### config.mk
export PLATFORM = sky130hd
export DESIGN_NAME = gray2bcd_rx
export DESIGN_NICKNAME = d
export VERILOG_FILES = /design/src/rtl/gray2bcd_rx.sv
export SDC_FILE = /design/constraint.sdc
export NUM_CORES = 1
export LEC_CHECK = 0
export ABC_AREA = 1
export CAP_MARGIN = 40
export CORE_MARGIN = 8
export CORE_UTILIZATION = 30
export CTS_BUF_LIST = sky130_fd_sc_hd__clkbuf_8
export CTS_CLUSTER_DIAMETER = 30
export DETAILED_ROUTE_END_ITERATION = 7
export DONT_BUFFER_PORTS = 1
export SYNTH_ARGS = -nofsm -noshare
export SYNTH_HDL_FRONTEND = slang
export SYNTH_SLANG_ARGS = --single-unit
### constraint.sdc
create_clock -name clk -period 2 [get_ports clk]
set_input_delay 0.6 -clock clk [delete_from_list [all_inputs] [get_ports clk]]
set_output_delay 0.6 -clock clk [all_outputs]
set_load 0.02 [all_outputs]
### src/rtl/gray2bcd_rx.sv
// Gray-coded BCD digit receiver with a two-digit up/down position count.
// g is synchronized, decoded, step-checked against the last accepted digit.
module gray2bcd_rx (
  input  logic       clk,
  input  logic       rst_n,
  input  logic [3:0] g,
  input  logic       en,
  output logic [3:0] ones,
  output logic [3:0] tens,
  output logic       valid,
  output logic       up,
  output logic       down,
  output logic       jump_err,
  output logic       range_err
);

  logic [3:0] s1_q, s1_d;
  logic [3:0] s2_q, s2_d;
  logic [3:0] prev_g_q, prev_g_d;
  logic [3:0] ones_q, ones_d;
  logic [3:0] tens_q, tens_d;
  logic       valid_q, valid_d;
  logic       up_q, up_d;
  logic       down_q, down_d;
  logic       jump_q, jump_d;
  logic       range_q, range_d;

  logic [3:0] val;
  logic [3:0] nxt_up;
  logic [3:0] nxt_dn;
  logic       evt;

  // Gray decode of the synchronized digit and the expected +/-1 neighbours.
  always_comb begin
    val[3] = s2_q[3];
    val[2] = val[3] ^ s2_q[2];
    val[1] = val[2] ^ s2_q[1];
    val[0] = val[1] ^ s2_q[0];
    nxt_up = (ones_q == 4'd9) ? 4'd0 : ones_q + 4'd1;
    nxt_dn = (ones_q == 4'd0) ? 4'd9 : ones_q - 4'd1;
    evt    = en && (s2_q != prev_g_q);
  end

  // Next-state: synchronizer shift, event classification and count update.
  always_comb begin
    s1_d     = g;
    s2_d     = s1_q;
    prev_g_d = prev_g_q;
    ones_d   = ones_q;
    tens_d   = tens_q;
    valid_d  = 1'b0;
    up_d     = 1'b0;
    down_d   = 1'b0;
    jump_d   = 1'b0;
    range_d  = 1'b0;
    if (evt) begin
      unique case (1'b1)
        (val > 4'd9): begin
          range_d = 1'b1;
        end
        (val == nxt_up): begin
          up_d     = 1'b1;
          valid_d  = 1'b1;
          ones_d   = val;
          prev_g_d = s2_q;
          if (ones_q == 4'd9)
            tens_d = (tens_q == 4'd9) ? 4'd0 : tens_q + 4'd1;
        end
        (val == nxt_dn): begin
          down_d   = 1'b1;
          valid_d  = 1'b1;
          ones_d   = val;
          prev_g_d = s2_q;
          if (ones_q == 4'd0)
            tens_d = (tens_q == 4'd0) ? 4'd9 : tens_q - 4'd1;
        end
        default: begin
          jump_d   = 1'b1;
          valid_d  = 1'b1;
          ones_d   = val;
          prev_g_d = s2_q;
        end
      endcase
    end
  end

  // All state and registered outputs, cleared asynchronously.
  always_ff @(posedge clk or negedge rst_n) begin
    if (!rst_n) begin
      s1_q     <= 4'd0;
      s2_q     <= 4'd0;
      prev_g_q <= 4'd0;
      ones_q   <= 4'd0;
      tens_q   <= 4'd0;
      valid_q  <= 1'b0;
      up_q     <= 1'b0;
      down_q   <= 1'b0;
      jump_q   <= 1'b0;
      range_q  <= 1'b0;
    end else begin
      s1_q     <= s1_d;
      s2_q     <= s2_d;
      prev_g_q <= prev_g_d;
      ones_q   <= ones_d;
      tens_q   <= tens_d;
      valid_q  <= valid_d;
      up_q     <= up_d;
      down_q   <= down_d;
      jump_q   <= jump_d;
      range_q  <= range_d;
    end
  end

  assign ones      = ones_q;
  assign tens      = tens_q;
  assign valid     = valid_q;
  assign up        = up_q;
  assign down      = down_q;
  assign jump_err  = jump_q;
  assign range_err = range_q;

endmodule

**Word level (Yosys, flattened, before mapping)**

Index checks and enable logic that the tools add are counted.

- Output and inout bits: 13
- Bits in registers: 25
- Input bits: 7

- Bitwise operators: 4
- Eq/ne operators: 7
- $add $sub $neg: 4
- Mux-type cells: 17
- Reductions and logical operators: 7
- Order comparisons: 1

Operators with widths:

| kind | count |
|---|---|
| 4-bit 2-to-1 mux | 6 |
| 1-bit 2-to-1 mux | 10 |
| 4-bit by 1-bit adder with 4-bit output (second input constant) | 2 |
| 4-bit equality test | 2 |
| 4-bit equality test (second input constant) | 2 |
| 4-bit logical NOT | 2 |
| 4-bit case mux with 2 select lines | 1 |
| 4-bit by 1-bit subtractor with 4-bit output (second input constant) | 2 |
| 4-bit > comparator (second input constant) | 1 |
| 2-bit by 1-bit != test with 1-bit output (second input constant) | 2 |
| 4-bit != test | 1 |
| 4-bit AND reduction | 1 |
| 3-bit OR reduction | 1 |
| 1-bit bitwise XOR | 3 |
| 2-bit AND reduction | 1 |
| 2-bit nonzero test | 1 |
| 1-bit logical AND | 1 |
| 1-bit NOT | 1 |

**Logic depth before layout (Yosys ltp)**

Gate-level depths: netlist (run 1).

- Word-level depth: 7
- Mapped depth: 16
- Gate-level depth less buffers: 16

**Least setup slack after synthesis (run 1)**

Ideal clock, no wire load.

- Path type: register to register
- From: reg s2_q[2]
- To: reg tens_q[0] (netlist: tens[0])
- Required time: 1.882 ns
- Period minus slack after synthesis: 2.245 ns
- Arrival: 2.127 ns
- Stages on the path, launching flop included: 16
- Path slack: -0.245 ns
- Cells stage by stage: dfrtp_1 inv_1 ha_1 inv_2 nand2_1 nand2_1 inv_2 ha_1 xor2_1 nand3_1 inv_1 nand3_4 nand2_4 nand3_2 nand2_1 nand2_1

- Cells in the longest elaborated chain, start to end: 6
- Elaborated cells between the ends (all ways): 12
- Classes of those cells: eq/ne (5); mux (1); bitwise (3); reduce/logical (3)

RTL lines:

| what | line | text |
|---|---|---|
| start: declaration | 18 | `logic [3:0] s2_q, s2_d;` |
| start signal: assignment | 91 | `s2_q <= 4'd0;` |
| start signal: assignment | 102 | `s2_q <= s2_d;` |
| 1-bit bitwise XOR (*) | 36 | `val[2] = val[3] ^ s2_q[2];` |
| 1-bit bitwise XOR (*) | 37 | `val[1] = val[2] ^ s2_q[1];` |
| 1-bit bitwise XOR (*) | 38 | `val[0] = val[1] ^ s2_q[0];` |
| net val[0] | 28 | `logic [3:0] val;` |
| 4-bit equality test, on equally long branches | 69, 61 |  |
| 2-bit by 1-bit != test with 1-bit output (no line) / 2-bit nonzero test (equally long branches) | n/a |  |
| 4-bit AND reduction (no line) | n/a |  |
| end signal: assignment | 105 | `tens_q <= tens_d;` |
| end: declaration | 21 | `logic [3:0] tens_q, tens_d;` |

The timed path passes the listed nets; every way through them passes the cells marked *.
A chain may end at the register's enable or synchronous reset.

**Worst setup path after layout (run 1)**

- From: reg s2_q[3]
- To: reg tens_q[2] (netlist: tens[2])

The elaborated chain is that of the path after synthesis.

==> metrics.md, run 1 <==
| Metric | Value |
|---|---|
| Drt first pass iters | `4` |
| CP Capture Type | `flip-flop` |
| CP Class | `reg -> reg` |
| Clock buffer depth | `2` |
| Mapped Nets | `189` |
| Syn avg cell area | `7.58 um^2` |
| Die W | `83.1 um` |
| Largest net degree at the start of global routing | `25` |
| Synthesis-stage register bit count | `24` |
| Post-route ant nets | `0` |
| Synth Area in Compound Gates | `0.0547` |
| Most common cell in the netlist | `nand2_1` |
| Gr ovfl total | `0` |
| Post-Synth XOR/XNOR Area | `0.0325` |
| GRT Total Usage | `0.0885` |
| Comb pwr share | `0.416` |
| First-pass GRT wire length | `5.22 mm` |
| Initial antenna violation count | `1` |
| Int Power | `0.00105 W` |
| Post-Route WL | `3.01 mm` |
| Measured slew at the worst slew-check pin | `0.619 ns` |
| Top area cells in the synthesized netlist | `dfrtp_1, nand2_1, nand3_1` |
| Final setup TNS | `-0.677 ns` |
| Finish-stage setup viols | `7` |
| FMAX | `471 MHz` |
| Largest area contributor in the synthesized netlist | `dfrtp_1` |
| Clock Sinks | `24` |
| Die height | `83.1 um` |
| Overall power | `0.00183 W` |
| Clk root buf | `clkbuf_8` |
| Number of warnings issued by yosys | `0` |
| Worst EP arrival | `2.28 ns` |
| Net Sw Power | `0.000785 W` |
| Worst-Skew Late Latency | `0.26 ns` |
| Layout cells sized above 1 | `0.284` |
| LEAKAGE | `0.863 nW` |
| P&R area growth vs syn | `27.3%` |
| Worst VDD drop | `0.447 mV` |
| Initial detailed-routing violation count | `80` |
| RSZ-0062 raised after global routing | `yes` |
| Critical path fanouts, max | `6` |
| Adder-cell share of the synthesized area | `0.0371` |
| Slew margin rel. | `0.586` |
| Share of the synthesized area in the top cell type | `0.445` |
| Synthesized netlist cell count | `178` |
| Switching share of power | `0.428` |
| CTS tree | `yes` |
| EDFF count, synth | `0` |
| Post-synth top cells | `nand2_1, dfrtp_1, nand3_1, inv_1, nor2_1` |
| Initial Util | `0.310` |
| CORE AREA | `4350 um^2` |
| Mapped Area | `1350 um^2` |
| Maximum level of the CTS H-tree | `1` |
| Total CTS buffers | `3` |
| Clock slew at reported path FFs | `0.08 ns` |
| Crit path time final | `2.12 ns` |
| Main combinational cell family by area after synthesis | `simple AND/OR/NAND/NOR gates` |
| Cells after DPL | `243` |
| Clock network fraction of design power | `0.176` |
| Row cnt | `24` |
| Mux cell area share after synthesis | `0` |
| Layout Nets | `213` |
| Fin crit share | `1.06` |
| Yosys cell types | `24` |
| Maxcap violations | `0` |
| DRC viols | `0` |
| Non-Filler Instances | `254` |
| # port buffers | `0` |
| Failing checks | `setup timing` |
| Seq/Total Area, Yosys | `0.445` |
| PwrDens | `1070 nW/um^2` |
| Hold_ws | `0.0217 ns` |
| Max Transition Viols Final | `0` |
| Status | `finished, violations left` |
| DR WL/cell | `11.8 um` |
| WP data required | `2.16 ns` |
| HPWL after detailed placement | `2.32 mm` |
| Vias per inst | `4.68` |
| Worst setup SP type | `flip-flop` |
| Worst Hold Class | `in -> async` |
| Full die area | `6900 um^2` |
| Total number of vias | `1,189` |
| Register share of total power | `0.409` |
| Final hold violations | `0` |
| Setup WS post-layout | `-0.124 ns` |
| Vias in the first global route | `1,146` |
| IO Pins | `20` |
| Skew final | `0.00158 ns` |
| Main synth FF type | `dfrtp_1` |
| Placer Congestion | `0.857` |
| Simple-Gate Fraction of Synth Area | `0.359` |
| Post-place setup slack | `-0.156 ns` |
| Async SR Flop Fraction | `1.00` |
## cell type report
class                   count  area (um^2)
clock buffers               4         55.1
flip-flops and latches     24          602
multi-input cells         130          738
diodes                      1         2.50
repair buffers             22          175
well taps                  52         65.1
inverters                  21         78.8
fillers                   430         2640
## what timing repair did
action	4_1_cts	5_1_grt
hold buffers	0	1
pin swaps	5	3
gates resized for setup	9	9
endpoints found under the setup margin	15	15
buffers inserted	3	2
endpoints found under the hold margin	0	13
cloned	0	0
## cell usage in the layout, fill, tap and decap left out, types with 2 or more instances in the layout
master	count
xnor2_1	3
clkbuf_8	4
buf_4	19
ha_4	2
nor2_2	4
inv_2	9
nand4_1	7
nor2_1	9
inv_1	12
nand3_4	2
nand2_2	6
dfrtp_1	23
a21oi_1	2
nand2_1	60
buf_6	2
nand3_1	13
o21ai_0	7
nand3_2	3
## final timing paths
check	to	slack, ns	startpoint	depth (start not counted)
max	tens[2]$_DFFE_PN0P_	-0.12	s2_q[3]$_DFF_PN0_	13
min	tens[3]$_DFFE_PN0P_	0.02	rst_n	0
max reg2reg	tens[2]$_DFFE_PN0P_	-0.12	s2_q[3]$_DFF_PN0_	13
min reg2reg	s2_q[3]$_DFF_PN0_	0.35	s1_q[3]$_DFF_PN0_	0
max in group asynchronous	s2_q[3]$_DFF_PN0_	0.78	rst_n	1
min in group clk	s2_q[3]$_DFF_PN0_	0.35	s1_q[3]$_DFF_PN0_	0
## sequential cells by signal, summed over array words and instances, names as in the netlist
| signal | count |
|---|---|
| s2_q | 4 |
| ones | 3 |
| down | 1 |
| tens | 4 |
| prev_g_q | 4 |
| s1_q | 4 |
| jump_err | 1 |
| valid | 1 |
| range_err | 1 |
| up | 1 |
## kinds of logic (layout without fill, tap and decap cells)
family,Yosys count,in the layout
flip-flops,24,24
AND/OR/NAND/NOR,108,108
adder cells (fa/ha/maj),4,4
XOR/XNOR,5,5
AO/OA/AOI/OAI,13,13
other,0,1
buffers and inverters,24,47
## metrics by stage
step / instance area [um^2] / util
after CTS: 1660 / 0.381
after detailed placement: 1550 / 0.355
after floorplan: 1380 / -
after global placement: 1550 / 0.355
after global routing: 1720 / 0.394
final: 1720 / 0.394
## critical path, cell delays in order (launching register included)
cell and delay (ns):
dfrtp_2 0.43, ha_4 0.28, nand2_1 0.06, nand2_2 0.08, inv_2 0.05, ha_4 0.27
xor2_2 0.17, nand3_2 0.14, inv_2 0.09, nand3_4 0.10, nand2_4 0.13, nand3_4 0.09
nand2_1 0.07, nand2_1 0.06
## metal layers
metal | global-route usage | part of all wire | up-vias
li1 | - | - | 612
met1 | 0.102 | 0.45 | 553
met2 | 0.149 | 0.50 | 19
met3 | 0.0254 | 0.036 | 5
met4 | 0.0351 | 0.013 | 0
met5 | 0 | 0 | -
## power groups by stage
stage	Sequential [W]	Combinational, W	Clock, W
2_1_floorplan	0.000728	0.000512	0
3_3_place_gp	0.000760	0.000676	0
3_5_place_dp	0.000762	0.000671	0
4_1_cts	0.000753	0.000717	0.000338
5_1_grt	0.000766	0.000869	0.000363
6_report	0.000750	0.000762	0.000322
Note: power is estimated with default switching activity, not from simulation.
==> inputs of run 2 (changes only) <==
CORE_MARGIN = unset   (was 8)
==> metrics.md, run 2 (synthesis results as in run 1) <==
| Metric | Value |
|---|---|
| Status | `finished, violations left` |
| Failing checks | `setup timing` |
| Multi-input logic area | `774 um^2 (+4.9%)` |
| Full die area | `4770 um^2 (-31%)` |
| CP Capture Type | `flip-flop` |
| Most frequent cells in the layout | `nand2_1, dfrtp_1, buf_4` |
| Clk root buf | `clkbuf_8` |
| Finish-stage setup viols | `7 (unchanged)` |
| Worst setup SP type | `flip-flop` |
| Max incr delay on CP | `0.39 ns (-0.04 ns)` |
| Largest net degree at the start of global routing | `25 (unchanged)` |
| Worst r2r path cells | `15 (+2)` |
| CP Class | `reg -> reg` |
| Vias per inst | `4.68 (about the same)` |
| Most frequent cell on the critical path | `nand2_2` |
| Net Sw Power | `0.000816 W (+4.0%)` |
| Critical path's slowest cell | `dfrtp_1` |
| Placer Congestion | `0.867 (+1.2%)` |
| Die W | `69.1 um (-17%)` |
| LEAKAGE | `0.899 nW (+4.1%)` |
| Initial detailed-routing violation count | `72 (-10%)` |
| IO Pins | `20 (unchanged)` |
| Commonest non-fill, non-tap cell in the layout | `nand2_1` |
| First-pass GRT wire length | `4.95 mm (-5.3%)` |
| Overall power | `0.00189 W (+3.0%)` |
| Slew margin rel. | `0.650 (+0.0639)` |
| R2R Setup Slk | `-0.16 ns (-0.03 ns)` |
| Post-Route WL | `3.19 mm (+6.0%)` |
| Fin crit share | `1.08 (+0.0161)` |
| Final instance area | `1800 um^2 (+5.1%)` |
| Initial antenna violation count | `0 (-1)` |
| Initial Util | `0.312 (+0.00215)` |
| Vias in the first global route | `1,152 (+0.52%)` |
| Ant. Diodes | `0 (-1)` |
| Die height | `69.1 um (-17%)` |
| Drt first pass iters | `4 (unchanged)` |
| RSZ-0062 raised after global routing | `yes` |
| Crit-path cells | `inv_2 -> ha_4 -> inv_4 -> nand2_2 -> nand2_2 -> inv_2 -> ha_4 -> xor2_4 -> nand3_2 -> nor2_4 -> nand2_2 -> nand2_4 -> nand3_4 -> nand2_2 -> nand2_2` |
| # fillers | `431 (+0.23%)` |
| Clock Sinks | `24 (unchanged)` |
| Int Power | `0.00107 W (+2.2%)` |
| Cell Area, Placed | `1540 um^2 (-0.49%)` |
| Total number of vias | `1,212 (+1.9%)` |
| Post-route ant nets | `0 (unchanged)` |
| Worst EP arrival | `2.32 ns (+0.04 ns)` |
| Skew final | `0.00233 ns (+0.000751 ns)` |
| HPWL after detailed placement | `2.14 mm (-7.6%)` |
| # port buffers | `0 (unchanged)` |
| Final hold violations | `0 (unchanged)` |
| Reg area | `602 um^2 (unchanged)` |
| PwrDens | `1050 nW/um^2 (-2.0%)` |
| Total CTS buffers | `3 (unchanged)` |
| Hold_ws | `0.0183 ns (-0.00336 ns)` |
| Clock network fraction of design power | `0.173 (-0.003)` |
| Setup WS post-layout | `-0.157 ns (-0.0323 ns)` |
| Row cnt | `24 (unchanged)` |
| Crit path time final | `2.16 ns (+0.0323 ns)` |
| CORE AREA | `4320 um^2 (-0.69%)` |
| R2R Path Start | `s2_q[2]$_DFF_PN0_` |
| Maximum level of the CTS H-tree | `1 (unchanged)` |
| R2r endpoint | `tens[2]$_DFFE_PN0P_` |
| Maxcap violations | `0 (unchanged)` |
| Register share of total power | `0.403 (-0.006)` |
| Worst Hold Class | `in -> async` |
| Measured slew at the worst slew-check pin | `0.526 ns (-0.0938 ns)` |
| Layout cells sized above 1 | `0.300 (+0.0159)` |
| Worst VDD drop | `0.392 mV (-12%)` |
| DR WL/cell | `12.3 um (+3.9%)` |
| Max Transition Viols Final | `0 (unchanged)` |
| P&R area growth vs syn | `33.8%` |
| Clock slew at reported path FFs | `0.08 ns (about the same)` |
| Layout Nets | `219 (+2.8%)` |
| DRC viols | `0 (unchanged)` |
| Critical path fanouts, max | `6 (unchanged)` |
| Worst-Skew Late Latency | `0.27 ns (about the same)` |
| CTS tree | `yes` |
| Switching share of power | `0.432 (+0.00424)` |
| FMAX | `464 MHz (-1.5%)` |
| Comb pwr share | `0.424 (+0.008)` |
| WP data required | `2.16 ns (about the same)` |
| GRT Total Usage | `0.130 (+0.0412)` |
| Clock buffer depth | `2 (unchanged)` |
| Gr ovfl total | `0 (unchanged)` |
## run 2: cell count changes in the layout (fill, tap and decap cells not counted), sizes merged
cell / delta
diode: -1
buf: +2
dlygate4sd3: +4
## run 2: layer usage
metal | vias to the layer above | global-route usage | part of all wire
li1 | 626 | - | -
met3 | 9 | 0.0263 | 0.036
met2 | 25 | 0.218 | 0.49
met4 | 0 | 0.0612 | 0.024
met1 | 552 | 0.158 | 0.45
met5 | - | 0 | 0
## run 2: repair_timing
item	4_1_cts	5_1_grt
buffers inserted	4	5
hold buffers	0	5
endpoints found under the hold margin	0	5
endpoints found under the setup margin	14	15
pin swaps	3	13
gates resized for setup	7	18
## run 2: area by class of cell
type	count	area share
multi-input cells	130	0.429
flip-flops and latches	24	0.334
repair buffers	28	0.126
inverters	21	0.0451
well taps	52	0.0361
clock buffers	4	0.0305
## run 2: worst max-delay path by stage
| stage | startpoint | end | slack [ns] |
|---|---|---|---|
| 2_1_floorplan | s2_q[3]$_DFF_PN0_ | tens[0]$_DFFE_PN0P_ | -0.09 |
| 3_3_place_gp | s2_q[3]$_DFF_PN0_ | tens[1]$_DFFE_PN0P_ | -0.09 |
| 3_5_place_dp | s2_q[3]$_DFF_PN0_ | tens[3]$_DFFE_PN0P_ | -0.13 |
| 4_1_cts | s2_q[3]$_DFF_PN0_ | tens[3]$_DFFE_PN0P_ | -0.13 |
| 5_1_grt | s2_q[2]$_DFF_PN0_ | tens[2]$_DFFE_PN0P_ | -0.28 |
| 6_report | s2_q[2]$_DFF_PN0_ | tens[2]$_DFFE_PN0P_ | -0.16 |
## run 2: stage by stage
step                      setup TNS, ns  setup WS, ns  std cells   util
after floorplan                  -0.364       -0.0913        178      -
after global placement           -0.419       -0.0918        242  0.356
after detailed placement         -0.799        -0.132        242  0.356
after CTS                        -0.959        -0.132        250  0.382
after global routing              -1.64        -0.276        259  0.417
final                            -0.823        -0.157        259  0.417
## run 2: critical path: cells and delay by family (launching register included)
kind                     cells  cell delay (ns)
XOR/XNOR                     1             0.19
adder cells (fa/ha/maj)      2             0.50
buffers and inverters        3             0.18
flip-flops                   1             0.39
AND/OR/NAND/NOR              9             0.78
## run 2: power by group through the flow
stage / combinational (W) / sequential (W) / clock [W]
floorplan: 0.000512 / 0.000728 / 0
global placement: 0.000646 / 0.000764 / 0
detailed placement: 0.000648 / 0.000764 / 0
CTS: 0.000697 / 0.000755 / 0.000342
global route: 0.000904 / 0.000778 / 0.000359
finish: 0.000801 / 0.000761 / 0.000327
